==> config.mk <==
export PLATFORM = sky130hd
export DESIGN_NAME = branch_predict_param_flat
export DESIGN_NICKNAME = d
export VERILOG_FILES = /design/src/rtl/branch_predict_param_if.sv /design/src/rtl/branch_predict_param.sv /design/src/flat_wrapper.sv
export SDC_FILE = /design/constraint.sdc
export NUM_CORES = 1
export LEC_CHECK = 0
export BUFFER_PORTS_ARGS = -buffer_cell sky130_fd_sc_hd__buf_2
export CORE_MARGIN = 1
export CORE_UTILIZATION = 45
export DETAILED_ROUTE_END_ITERATION = 7
export PLACE_DENSITY = 0.6
export SYNTH_ARGS = -nofsm -noshare
export SYNTH_HDL_FRONTEND = slang
export SYNTH_SLANG_ARGS = --single-unit
==> constraint.sdc <==
create_clock -name clk -period 6.3 [get_ports clk]
set_clock_uncertainty 0.1 [all_clocks]
set_input_delay 0.315 -clock clk [delete_from_list [all_inputs] [get_ports clk]]
set_output_delay 0.315 -clock clk [all_outputs]
set_load 0.005 [all_outputs]
==> src/rtl/branch_predict_param_if.sv <==
// rtl/branch_predict_param_if.sv - Fetch/Decode/Memory signal bundle for the branch predictor
interface branch_predict_param_if #(
    parameter int STAT_W = 32
);
    logic [31:0]       pcF;
    logic              branchF;
    logic              stallD;
    logic              flushD;
    logic [31:0]       pcM;
    logic              branchM;
    logic              actual_takeM;
    logic              pred_takeM;
    logic              pred_takeD;
    logic [STAT_W-1:0] branch_cnt;
    logic [STAT_W-1:0] mispred_cnt;

    modport master (
        output pcF, branchF, stallD, flushD, pcM, branchM, actual_takeM, pred_takeM,
        input  pred_takeD, branch_cnt, mispred_cnt
    );

    modport slave (
        input  pcF, branchF, stallD, flushD, pcM, branchM, actual_takeM, pred_takeM,
        output pred_takeD, branch_cnt, mispred_cnt
    );
endinterface

==> src/rtl/branch_predict_param.sv <==
// rtl/branch_predict_param.sv - Local-history / gshare direction predictor with saturating stats
module branch_predict_param #(
    parameter int MODE      = 0,
    parameter int BHT_IDX_W = 6,
    parameter int HIST_W    = 6,
    parameter int CNT_W     = 2,
    parameter int STAT_W    = 32
) (
    input logic                   clk,
    input logic                   rst,
    branch_predict_param_if.slave bus
);
    localparam bit GSHARE = (MODE == 1);
    localparam int BHT_N  = 1 << BHT_IDX_W;
    localparam int PHT_N  = 1 << HIST_W;
    localparam logic [CNT_W-1:0] CNT_INIT = {1'b0, {(CNT_W-1){1'b1}}};
    localparam logic [CNT_W-1:0] CNT_MAX  = '1;
    localparam logic [STAT_W-1:0] STAT_MAX = '1;

    logic [HIST_W-1:0] bht_q [BHT_N];
    logic [HIST_W-1:0] ghr_q;
    logic [CNT_W-1:0]  pht_q [PHT_N];
    logic              pred_q, pred_d;
    logic [STAT_W-1:0] branch_cnt_q, branch_cnt_d;
    logic [STAT_W-1:0] mispred_cnt_q, mispred_cnt_d;

    logic [BHT_IDX_W-1:0] bht_idx_f, bht_idx_m;
    logic [HIST_W-1:0]    idx_f, idx_m, hist_src, hist_d;
    logic [CNT_W-1:0]     cnt_m, cnt_d;
    logic                 pred_f;
    logic                 unused_pc;

    assign unused_pc = ^{bus.pcF, bus.pcM};

    always_comb begin
        bht_idx_f = bus.pcF[BHT_IDX_W+1:2];
        bht_idx_m = bus.pcM[BHT_IDX_W+1:2];
        idx_f     = GSHARE ? (ghr_q ^ bus.pcF[HIST_W+1:2]) : bht_q[bht_idx_f];
        idx_m     = GSHARE ? (ghr_q ^ bus.pcM[HIST_W+1:2]) : bht_q[bht_idx_m];
        pred_f    = bus.branchF & pht_q[idx_f][CNT_W-1];

        // Update side reads pre-update state; Fetch never sees this cycle's write.
        cnt_m = pht_q[idx_m];
        cnt_d = cnt_m;
        if (bus.actual_takeM && cnt_m != CNT_MAX) begin
            cnt_d = cnt_m + 1'b1;
        end else if (!bus.actual_takeM && cnt_m != '0) begin
            cnt_d = cnt_m - 1'b1;
        end
        hist_src = GSHARE ? ghr_q : bht_q[bht_idx_m];
        hist_d   = {hist_src[HIST_W-2:0], bus.actual_takeM};

        pred_d = pred_q;
        if (bus.flushD) begin
            pred_d = 1'b0;
        end else if (!bus.stallD) begin
            pred_d = pred_f;
        end

        branch_cnt_d  = branch_cnt_q;
        mispred_cnt_d = mispred_cnt_q;
        if (bus.branchM) begin
            if (branch_cnt_q != STAT_MAX) branch_cnt_d = branch_cnt_q + 1'b1;
            if (bus.pred_takeM != bus.actual_takeM && mispred_cnt_q != STAT_MAX) begin
                mispred_cnt_d = mispred_cnt_q + 1'b1;
            end
        end
    end

    always_ff @(posedge clk) begin
        if (!rst) begin
            for (int i = 0; i < BHT_N; i++) bht_q[i] <= '0;
            for (int i = 0; i < PHT_N; i++) pht_q[i] <= CNT_INIT;
            ghr_q         <= '0;
            pred_q        <= 1'b0;
            branch_cnt_q  <= '0;
            mispred_cnt_q <= '0;
        end else begin
            pred_q        <= pred_d;
            branch_cnt_q  <= branch_cnt_d;
            mispred_cnt_q <= mispred_cnt_d;
            if (bus.branchM) begin
                pht_q[idx_m] <= cnt_d;
                if (GSHARE) begin
                    ghr_q <= hist_d;
                end else begin
                    bht_q[bht_idx_m] <= hist_d;
                end
            end
        end
    end

    assign bus.pred_takeD  = pred_q;
    assign bus.branch_cnt  = branch_cnt_q;
    assign bus.mispred_cnt = mispred_cnt_q;
endmodule

==> src/flat_wrapper.sv <==
// flat-port wrapper written by rule: the top's interface ports become plain ports
module branch_predict_param_flat 
#(
    parameter int MODE      = 0,
    parameter int BHT_IDX_W = 6,
    parameter int HIST_W    = 6,
    parameter int CNT_W     = 2,
    parameter int STAT_W    = 32
)
  (clk, rst, bus_pcF, bus_branchF, bus_stallD, bus_flushD, bus_pcM, bus_branchM, bus_actual_takeM, bus_pred_takeM, bus_pred_takeD, bus_branch_cnt, bus_mispred_cnt);
  branch_predict_param_if #(.STAT_W(STAT_W)) bus_i ();
  input logic clk;
  input logic rst;
  input wire logic [$bits(bus_i.pcF)-1:0] bus_pcF;
  input wire logic [$bits(bus_i.branchF)-1:0] bus_branchF;
  input wire logic [$bits(bus_i.stallD)-1:0] bus_stallD;
  input wire logic [$bits(bus_i.flushD)-1:0] bus_flushD;
  input wire logic [$bits(bus_i.pcM)-1:0] bus_pcM;
  input wire logic [$bits(bus_i.branchM)-1:0] bus_branchM;
  input wire logic [$bits(bus_i.actual_takeM)-1:0] bus_actual_takeM;
  input wire logic [$bits(bus_i.pred_takeM)-1:0] bus_pred_takeM;
  output wire logic [$bits(bus_i.pred_takeD)-1:0] bus_pred_takeD;
  output wire logic [$bits(bus_i.branch_cnt)-1:0] bus_branch_cnt;
  output wire logic [$bits(bus_i.mispred_cnt)-1:0] bus_mispred_cnt;
  assign bus_i.pcF = bus_pcF;
  assign bus_i.branchF = bus_branchF;
  assign bus_i.stallD = bus_stallD;
  assign bus_i.flushD = bus_flushD;
  assign bus_i.pcM = bus_pcM;
  assign bus_i.branchM = bus_branchM;
  assign bus_i.actual_takeM = bus_actual_takeM;
  assign bus_i.pred_takeM = bus_pred_takeM;
  assign bus_pred_takeD = bus_i.pred_takeD;
  assign bus_branch_cnt = bus_i.branch_cnt;
  assign bus_mispred_cnt = bus_i.mispred_cnt;
  branch_predict_param #(.MODE(MODE), .BHT_IDX_W(BHT_IDX_W), .HIST_W(HIST_W), .CNT_W(CNT_W), .STAT_W(STAT_W)) u_core (.clk(clk), .rst(rst), .bus(bus_i));
endmodule
==> run summary, run 1 <==
Clock latency on the worst-skew pair, taken at its later pin, is 0.62 ns. The floorplan step defined a core boundary enclosing 69910 sq um. The detail route stage leaves a number of antenna-violating nets equal to 0.

Summing the areas of all fa, ha and maj instances in the mapped netlist gives 0.1575% of the synthesized area. The Yosys step of the flow raised 0 warnings. The tools report the count of final max-slew check failures as 0.

Across the VDD grid, the largest voltage drop is 0.1849 mV. Row generation in the floorplan step produced 97 rows. Wires add up to 103.8 mm.

When the netlist entered floorplanning its net count stood at 2801. Path class of the lowest-slack min-delay path: in -> reg. The count of hold-fix buffers inserted at cts was 0; the setup fix buffers added after clock tree synthesis was 0. Setup repair after global routing left no endpoint under its margin. The flow ran to the end, and the final reports show no timing, DRC or antenna violations. The completed layout was analyzed and its total power is 10020 uW.

The analysis attributes to net switching a power of 2953 uW. The area fraction in and, or, nand and nor cells after synthesis works out to 18.00%. Summing the areas of all compound-gate instances in the mapped netlist gives 7.992% of the synthesized area. The total number of clock tree sinks came out at 577.

Most used flip-flop cell after synthesis: sky130_fd_sc_hd__edfxtp_1. Measured against the total synthesized area, the mux share comes to 15.55%. The synthesized netlist occupies a cell area of 31780 sq um.

TritonCTS created 66 clock buffers. For the wire length of the first global-routing pass, the log shows 152.8 mm. The initial antenna violation count was 2; the count of pins on the block boundary was 137. Per report_power, the sequential group accounts for 43.5% of the total. Port buffering added 84 buffers. The total internal power was 7070 uW; the die height was 267.8 um. The tree is rooted in a sky130_fd_sc_hd__clkbuf_16. The worst setup path is of the reg -> reg kind. Data arrives at the worst endpoint at 5.93 ns.

In this run the number of H-tree levels came out at 3. Dividing the detail-routed wire length by the instance count gives 27.63 um. The routed design could run at a clock period as short as 5.684 ns. The run gives 0 as the remaining design rule violation count. Entering global routing, the biggest net connects 79 pins. The fraction of synthesized cell area in xor and xnor cells works out to 1.543%. The critical path starts at u_core.bht_q[48][4]. Each instance of the synthesized netlist takes up on average 11.66 sq um. Once the floorplan was initialized, standard cells occupied 45.46% of the core. The worst-margin pin slew works out to 1.247 ns. Compared with the post-synthesis result, the final layout area differs by 11.74%. The fraction of layout instances using a drive strength above 1 is 21.20%. The HPWL after detailed placement is 72.11 mm. Power spread over the standard cell area amounts to 282.3 nW/um^2. Based on the critical path, the design can be clocked at up to 0.1759 GHz. The critical path startpoint category was a register.

The worst register-to-register path begins at u_core.bht_q[48][4]. Of all nets on the critical path, the largest fanout is 11. Yosys mapped a number of flops with a built-in enable equal to 512. After clock tree synthesis, the clock-pin slew on the worst setup and hold paths is 0.06 ns. The share of the core filled with cells is 50.80%, and the quantity of gates resized following cts is 0. In this run switching power makes up 29.46% of total power. Setup violations remaining at the end of the flow were counted as 0. Dividing the detail-routed via count by the number of cells gives 6.407. The die covers 71690 sq um.

At the worst endpoint, the required time is 6.55 ns. The leakage dissipation was 0.01298 uW. In this run, synthesis produced a sequential element count of 577.

Measured against its own limit, the worst slew margin works out to 16.61%. The final critical path takes up 90.23% of the cycle. The clock passes through at most 3 buffers. Routability-driven placement finished with a final weighted congestion of 0.9642.

Measured along the x axis, the die boundary spans 267.8 um. By area, the combinational part of the netlist is dominated by simple AND/OR/NAND/NOR gates. The run gives 23230 as the via count of the first global-routing pass. The part of the Yosys area used for sequential elements was 52.47%. Category of the worst setup path capture point: a register. TritonCTS built the clock tree. For this block, the via count after detailed routing is 24080. In this run, the clock network consumes 37.6% of the power.

The startpoint of the worst hold path was bus_flushD. The number of search-and-repair iterations in the first detailed-routing pass is 6. In the final timing run, aggregate negative setup slack is 0 ns. Violation count after the first detailed-route iteration: 3105. For this run the aggregate overflow at the end of global routing stands at 0. Across the run, the number of max-cap violations was 0.

The run gives 2845 as the number of nets in the layout. For this run, the total global-route usage over all layers was measured as 29.00%. Per report_power, the combinational group accounts for 19.0% of the total. The number of distinct library cells after synthesis is 96, and the count of final hold-check violations is 0. For this run, asynchronously set or reset flops after synthesis account for 0%. For the post-synthesis cell count, the log shows 2725.
-- layer usage --
layer | vias up | track usage [%] | wire length [um]
li1 | 10330 | - | -
met1 | 12110 | 38.36 | 40170
met2 | 1358 | 46.37 | 48870
met3 | 272 | 5.141 | 9513
met4 | 4 | 13.79 | 5252
met5 | - | 0 | 27
-- Yosys cell counts, drive strengths merged (12+ instances only) --
cell | number | area [sq um]
nand3b | 15 | 112.6
a21oi | 98 | 719.4
mux4 | 141 | 3176
buf | 105 | 784.5
nor2b | 16 | 100.1
mux2 | 32 | 375.4
o21ai | 32 | 163.9
and2 | 63 | 394.1
a31oi | 18 | 112.6
a221oi | 13 | 120.1
a21boi | 14 | 105.1
a22oi | 23 | 177.7
o221ai | 15 | 131.4
nand2 | 359 | 1350
a211oi | 17 | 127.6
xnor2 | 47 | 411.6
inv | 17 | 63.81
and3 | 93 | 583.1
nand3 | 71 | 367.9
nand4 | 82 | 528.0
o22ai | 14 | 87.58
or3 | 14 | 87.58
mux2i | 139 | 1391
and4 | 12 | 105.1
clkbuf | 136 | 514.3
nor3 | 37 | 201.5
edfxtp | 512 | 15370
nor2 | 358 | 1349
dfxtp | 65 | 1301
nand2b | 16 | 100.1
-- placed cells by master, fill, tap and decap left out, types with 65 or more instances in the layout --
master,count
sky130_fd_sc_hd__edfxtp_1,512
sky130_fd_sc_hd__mux4_2,141
sky130_fd_sc_hd__and3_1,92
sky130_fd_sc_hd__clkbuf_16,67
sky130_fd_sc_hd__dfxtp_1,65
sky130_fd_sc_hd__nand2_1,358
sky130_fd_sc_hd__buf_2,79
sky130_fd_sc_hd__mux2i_1,139
sky130_fd_sc_hd__nand4_1,81
sky130_fd_sc_hd__nor2_1,355
sky130_fd_sc_hd__buf_4,121
sky130_fd_sc_hd__nand3_1,70
-- worst max-delay path, stage by stage, from the launching register on --
cell                        delay, ns
sky130_fd_sc_hd__edfxtp_1        0.42
sky130_fd_sc_hd__mux4_2          0.47
sky130_fd_sc_hd__a21oi_1         0.43
sky130_fd_sc_hd__o211ai_1        0.19
sky130_fd_sc_hd__a2111oi_2       0.95
sky130_fd_sc_hd__nand2_1         0.36
sky130_fd_sc_hd__nand3_1         0.25
sky130_fd_sc_hd__a311oi_1        0.07
sky130_fd_sc_hd__a31oi_1         0.33
sky130_fd_sc_hd__o31ai_1         0.28
sky130_fd_sc_hd__nor3_1          0.28
sky130_fd_sc_hd__ha_1            0.22
sky130_fd_sc_hd__inv_1           0.08
sky130_fd_sc_hd__o41ai_4         0.55
sky130_fd_sc_hd__buf_4           0.34
sky130_fd_sc_hd__a21boi_1        0.10
-- worst paths after layout --
path,to,slack (ns),cells past startpoint
worst max-delay path,u_core.pht_q[47][1],0.62,15
worst min-delay path,u_core.bus.pred_takeD,0.07,4
worst max register to register,u_core.pht_q[47][1],0.62,15
worst min register to register,u_core.bus.mispred_cnt[26],0.42,2
-- power groups by stage --
| stage | logic (uW) | clock network [uW] | registers [uW] |
|---|---|---|---|
| after global routing | 1980 | 3940 | 4360 |
| final | 1900 | 3760 | 4360 |
| after global placement | 1850 | 0 | 4430 |
| after floorplan | 1240 | 0 | 4390 |
| after CTS | 1880 | 3800 | 4350 |
| after detailed placement | 1870 | 0 | 4430 |
-- cells by family (layout without fill, tap and decap cells) --
logic type                 after synthesis  in the layout
DFF                                    577            577
and+or+nand+nor                       1190           1190
AOI/OAI and AO/OA                      328            328
buffers and inverters                  258            349
adders and majority gates                4              4
muxes                                  312            312
xor gates and xnor gates                56             56
other                                    0              2
-- registers in the layout, indices dropped and copies added (netlist names) --
name,count
u_core.bht_q,384
u_core.pht_q,128
u_core.bus.branch_cnt,32
u_core.bus.mispred_cnt,32
u_core.bus.pred_takeD,1
-- through the flow --
step	std cells	hold slack (ns)	cell area (sq um)	setup WS, ns
final	3758	0.06993	35510	0.6157
after global routing	3756	0.04584	35510	0.5516
after CTS	3756	0.03625	35510	0.8715
after detailed placement	3641	0.4071	33450	0.3905
after global placement	3641	0.3887	33450	0.4790
after floorplan	2725	0.3852	31780	1.293
-- layout make-up --
class / instances / area (sq um)
multi-input combinational: 1890 / 13910
inverter: 17 / 63.81
clock inverter: 28 / 289.0
sequential: 577 / 16680
clock buffer: 87 / 1772
fill: 6152 / 34390
tap: 940 / 1176
timing repair buffer: 217 / 1618
antenna: 2 / 5.005
No activity file was read; power rests on OpenSTA's default activity.
==> run 2: changes to the inputs <==
--- a/config.mk
+++ b/config.mk
@@ -6,10 +6,12 @@
 export NUM_CORES = 1
 export LEC_CHECK = 0
 export BUFFER_PORTS_ARGS = -buffer_cell sky130_fd_sc_hd__buf_2
+export CELL_PAD_IN_SITES_DETAIL_PLACEMENT = 1
+export CELL_PAD_IN_SITES_GLOBAL_PLACEMENT = 2
 export CORE_MARGIN = 1
-export CORE_UTILIZATION = 45
+export CORE_UTILIZATION = 39
 export DETAILED_ROUTE_END_ITERATION = 7
-export PLACE_DENSITY = 0.6
+export PLACE_DENSITY = 0.76
 export SYNTH_ARGS = -nofsm -noshare
 export SYNTH_HDL_FRONTEND = slang
 export SYNTH_SLANG_ARGS = --single-unit
==> constraint.sdc (replaced) <==
create_clock -name clk -period 5 [get_ports clk]
set_clock_uncertainty 0.1 [all_clocks]
set_input_delay 0.25 -clock clk [delete_from_list [all_inputs] [get_ports clk]]
set_output_delay 0.25 -clock clk [all_outputs]
set_load 0.005 [all_outputs]
==> run 2 against run 1 <==
  * Clock power rose by 32%
  * Cell area is 5.4% higher
  * Critical endpoint is now u_core.pht_q[0][1]
  * Register-to-register slack worse by 0.47 ns
  * Routed wire length rose by 13%
  * Die area is 15% higher
==> run summary, run 2 (synthesis results as in run 1) <==
The flow ran to the end, and the final reports show no timing, DRC or antenna violations. The source of the critical timing path is u_core.bht_q[0][2]. The signed area change from the synthesized netlist to the final layout is 17.78%, and the number of routed nets with antenna violations is 0 (unchanged). Setup repair after global routing could not meet its margin everywhere. The peak-usage layer in the global routing report is met2.

By startpoint and endpoint, the worst setup path is classified as reg -> reg. The top cell types in the final layout, fill and taps aside, are sky130_fd_sc_hd__edfxtp_1, sky130_fd_sc_hd__nand2_1, sky130_fd_sc_hd__nor2_1. The data arrival time of the critical path came out at 5.12 ns (-0.81 ns). The run gives 0.2060 GHz (+17%) as the top achievable clock speed. The run gives 85.74 mm (+19%) as the HPWL after detailed placement. The violation count after the first detailed-route iteration is 2252 (-27%), and the average via count per standard cell is 6.085 (-5.0%). The clock-pin slew of the registers on the worst-case setup and hold paths works out to 0.06 ns (about the same). For the wire length of the first global-routing pass, the log shows 173.5 mm (+14%).

The tightest min-delay check is of the in -> reg type. The number of rows in the core area was 104 (+7.2%); the worst setup slack for register-to-register paths was 0.15 ns (-0.47 ns). The logs give 37430 sq um (+5.4%) for the cell area after layout and 0.01398 uW (+7.7%) for the leakage dissipation. The die height is 287.5 um (+7.4%), and the instance area after placement is 35140 sq um (+5.1%). Number of search-and-repair iterations in the first detailed-routing pass: 7 (+1). The reg-to-reg startpoint is u_core.bht_q[0][2]. Antenna cell count: 0 (-2). STA classifies the critical path endpoint as a register. The tools report the count of max-cap constraint violations as 0 (unchanged). The tools report the total clock buffers created by CTS as 67 (+1.5%). The share of the core filled with cells came out at 46.47% (-4.3 points). The tools report the largest vdd supply drop as 0.2932 mV (+59%). For the count of pins on the block boundary, the log shows 137 (unchanged). The total grt overflow was 0 (unchanged). The tools report the count of endpoints failing setup in the final report as 0 (unchanged).

The clock network latency to the later pin of the worst-skew pair was 0.62 ns (about the same). The worst-margin pin slew was 1.107 ns (-0.1402 ns). The count of final max-slew check failures was 0 (unchanged); the largest net degree at the start of global routing was 148 (+87%).

Final period utilization: 97.08% (+6.9 points). The tree is rooted in a sky130_fd_sc_hd__clkbuf_16. The largest registers in the layout are u_core.bht_q: 384 flops, u_core.pht_q: 128 flops.

The most common library cell in the layout ignoring fill and taps is sky130_fd_sc_hd__edfxtp_1. Starting utilization of the core area: 39.46% (-6.0 points). The sum of routed wire length over all layers was 116.9 mm (+13%). The via count of the first global-routing pass came out at 25740 (+11%).

The met1 layer usage reported by global route was 36.60% (-1.8 points). The count of vias placed by the detailed router was 24670 (+2.5%); the die outline width was 287.5 um (+7.4%). The number of flip-flops in the largest register was 384 (unchanged); the maximum fanout along the worst path was 19 (+8). The placer congestion estimate is 0.9447 (-2.0%), and the total power density per cell area is 353.5 nW/um^2 (+25%).

The aggregate global-route resource usage was 28.40% (-0.60 points). Count of final hold-check violations: 0 (unchanged). The clock period minus final worst setup slack is 4.854 ns (-0.8301 ns), and the overall die area is 82630 sq um (+15%).

The initial antenna violation count came out at 2 (unchanged). For the fraction of met2 tracks used by global routing, the log shows 47.22% (+0.84 points). TritonCTS built the clock tree.

The worst-case clock buffer depth is 3 (unchanged). The worst register-to-register path ends at u_core.pht_q[0][1]. The run gives 0 (unchanged) as the remaining design rule violation count. The tools report the total number of H-tree levels as 3 (unchanged). The number of buffers inserted by port buffering is 84 (unchanged), and the total number of clock tree sinks is 577 (unchanged).

Area of the core: 80550 sq um (+15%). The most flop-heavy register is u_core.bht_q. Worst setup path endpoint: u_core.pht_q[0][1]. The logs give 24.32% (+7.7 points) for the tightest slew margin relative to the limit and 3.906% (-1.2 points) for the met3 track demand over resource. The run gives 5.26 ns (-1.29 ns) as the required time of the critical path.

The worst setup path is launched from a register. The cell depth of the worst flop-to-flop path works out to 23 (+8). The per-cell routed wire length came out at 28.82 um (+4.3%). The number of nets in the layout came out at 3020 (+6.2%). The fraction of layout instances using a drive strength above 1 came out at 26.41% (+5.2 points).
-- run 2: cell types whose count changed in the layout (fill, tap and decap cells not counted), moves of 3 or more --
| cell | previous run | this run |
|---|---|---|
| sky130_fd_sc_hd__mux2i_1 | 139 | 134 |
| sky130_fd_sc_hd__buf_4 | 121 | 269 |
| sky130_fd_sc_hd__buf_12 | 14 | 37 |
| sky130_fd_sc_hd__nor3_2 | 10 | 16 |
| sky130_fd_sc_hd__nor3_1 | 23 | 20 |
| sky130_fd_sc_hd__nor4_2 | 4 | 1 |
| sky130_fd_sc_hd__clkbuf_1 | 18 | 11 |
| sky130_fd_sc_hd__nor4_4 | 0 | 3 |
| sky130_fd_sc_hd__dlygate4sd3_1 | 0 | 3 |
| sky130_fd_sc_hd__clkinv_2 | 6 | 11 |
| sky130_fd_sc_hd__nor3_4 | 4 | 1 |
| sky130_fd_sc_hd__mux2i_2 | 0 | 4 |
| sky130_fd_sc_hd__clkinv_1 | 11 | 14 |
-- run 2: how the worst min path moves through the flow --
stage | startpoint | to | slack, ns | depth (start not counted)
6_report | rst | u_core.pht_q[51][1] | 0.05 | 2
5_1_grt | rst | u_core.pht_q[51][1] | 0.07 | 2
4_1_cts | rst | u_core.pht_q[51][1] | 0.06 | 2
3_5_place_dp | u_core.bus.mispred_cnt[28] | u_core.bus.mispred_cnt[28] | 0.41 | 2
3_3_place_gp | u_core.bus.mispred_cnt[30] | u_core.bus.mispred_cnt[30] | 0.39 | 2
2_1_floorplan | bus_stallD | u_core.bus.pred_takeD | 0.32 | 2
-- run 2: area by class of cell --
class | instances | area, sq um
fill | 8473 | 43120
clock inverter | 41 | 402.9
clock buffer | 79 | 1743
timing repair buffer | 391 | 3219
tap | 1060 | 1326
sequential | 577 | 16680
multi-input combinational | 1890 | 14000
inverter | 17 | 63.81
-- run 2: metrics by stage --
stage / setup TNS [ns] / total power [uW] / instances / setup WS, ns / hold WS, ns
2_1_floorplan: 0 / 7088 / 2725 / 0.05757 / 0.3202
3_3_place_gp: -77.93 / 8259 / 3930 / -0.7121 / 0.3895
3_5_place_dp: -100.15 / 8321 / 3930 / -0.8880 / 0.4085
4_1_cts: 0 / 13270 / 4055 / 0.007104 / 0.05639
5_1_grt: -0.04577 / 13590 / 4055 / -0.01362 / 0.07011
6_report: 0 / 13230 / 4055 / 0.1458 / 0.04750
-- run 2: per-layer routing --
layer,routed length [um],vias to the layer above
met5,46,-
met4,5725,4
met3,6841,253
met2,56660,977
met1,47590,12750
li1,-,10690
-- run 2: where the power goes --
part / switching, uW / internal (uW)
Sequential: 116 / 5390
Combinational: 1740 / 1030
Clock: 2090 / 2870
Total: 3950 / 9280
-- run 2: worst max-delay path: stages, from the launching register on --
cell	delay, ns
sky130_fd_sc_hd__edfxtp_1	0.43
sky130_fd_sc_hd__mux2i_2	0.31
sky130_fd_sc_hd__buf_4	0.17
sky130_fd_sc_hd__o22ai_1	0.06
sky130_fd_sc_hd__o21ai_1	0.22
sky130_fd_sc_hd__buf_4	0.14
sky130_fd_sc_hd__nand4_1	0.10
sky130_fd_sc_hd__buf_4	0.18
sky130_fd_sc_hd__buf_4	0.14
sky130_fd_sc_hd__nor4_4	0.21
sky130_fd_sc_hd__buf_12	0.20
sky130_fd_sc_hd__a221o_1	0.12
sky130_fd_sc_hd__a211oi_1	0.07
sky130_fd_sc_hd__buf_4	0.14
sky130_fd_sc_hd__nor4bb_4	0.43
sky130_fd_sc_hd__nand4b_1	0.23
sky130_fd_sc_hd__nor2_2	0.18
sky130_fd_sc_hd__inv_1	0.06
sky130_fd_sc_hd__ha_1	0.31
sky130_fd_sc_hd__o21a_1	0.21
sky130_fd_sc_hd__o41ai_4	0.07
sky130_fd_sc_hd__buf_4	0.22
sky130_fd_sc_hd__buf_12	0.18
sky130_fd_sc_hd__a21oi_1	0.08
-- run 2: what timing repair did --
item	in CTS	in global routing
endpoints found under the hold margin	1	0
gates resized for setup	12	7
setup buffers	2	0
endpoints found under the setup margin	128	128
pin swaps	2	4
hold buffers	3	0
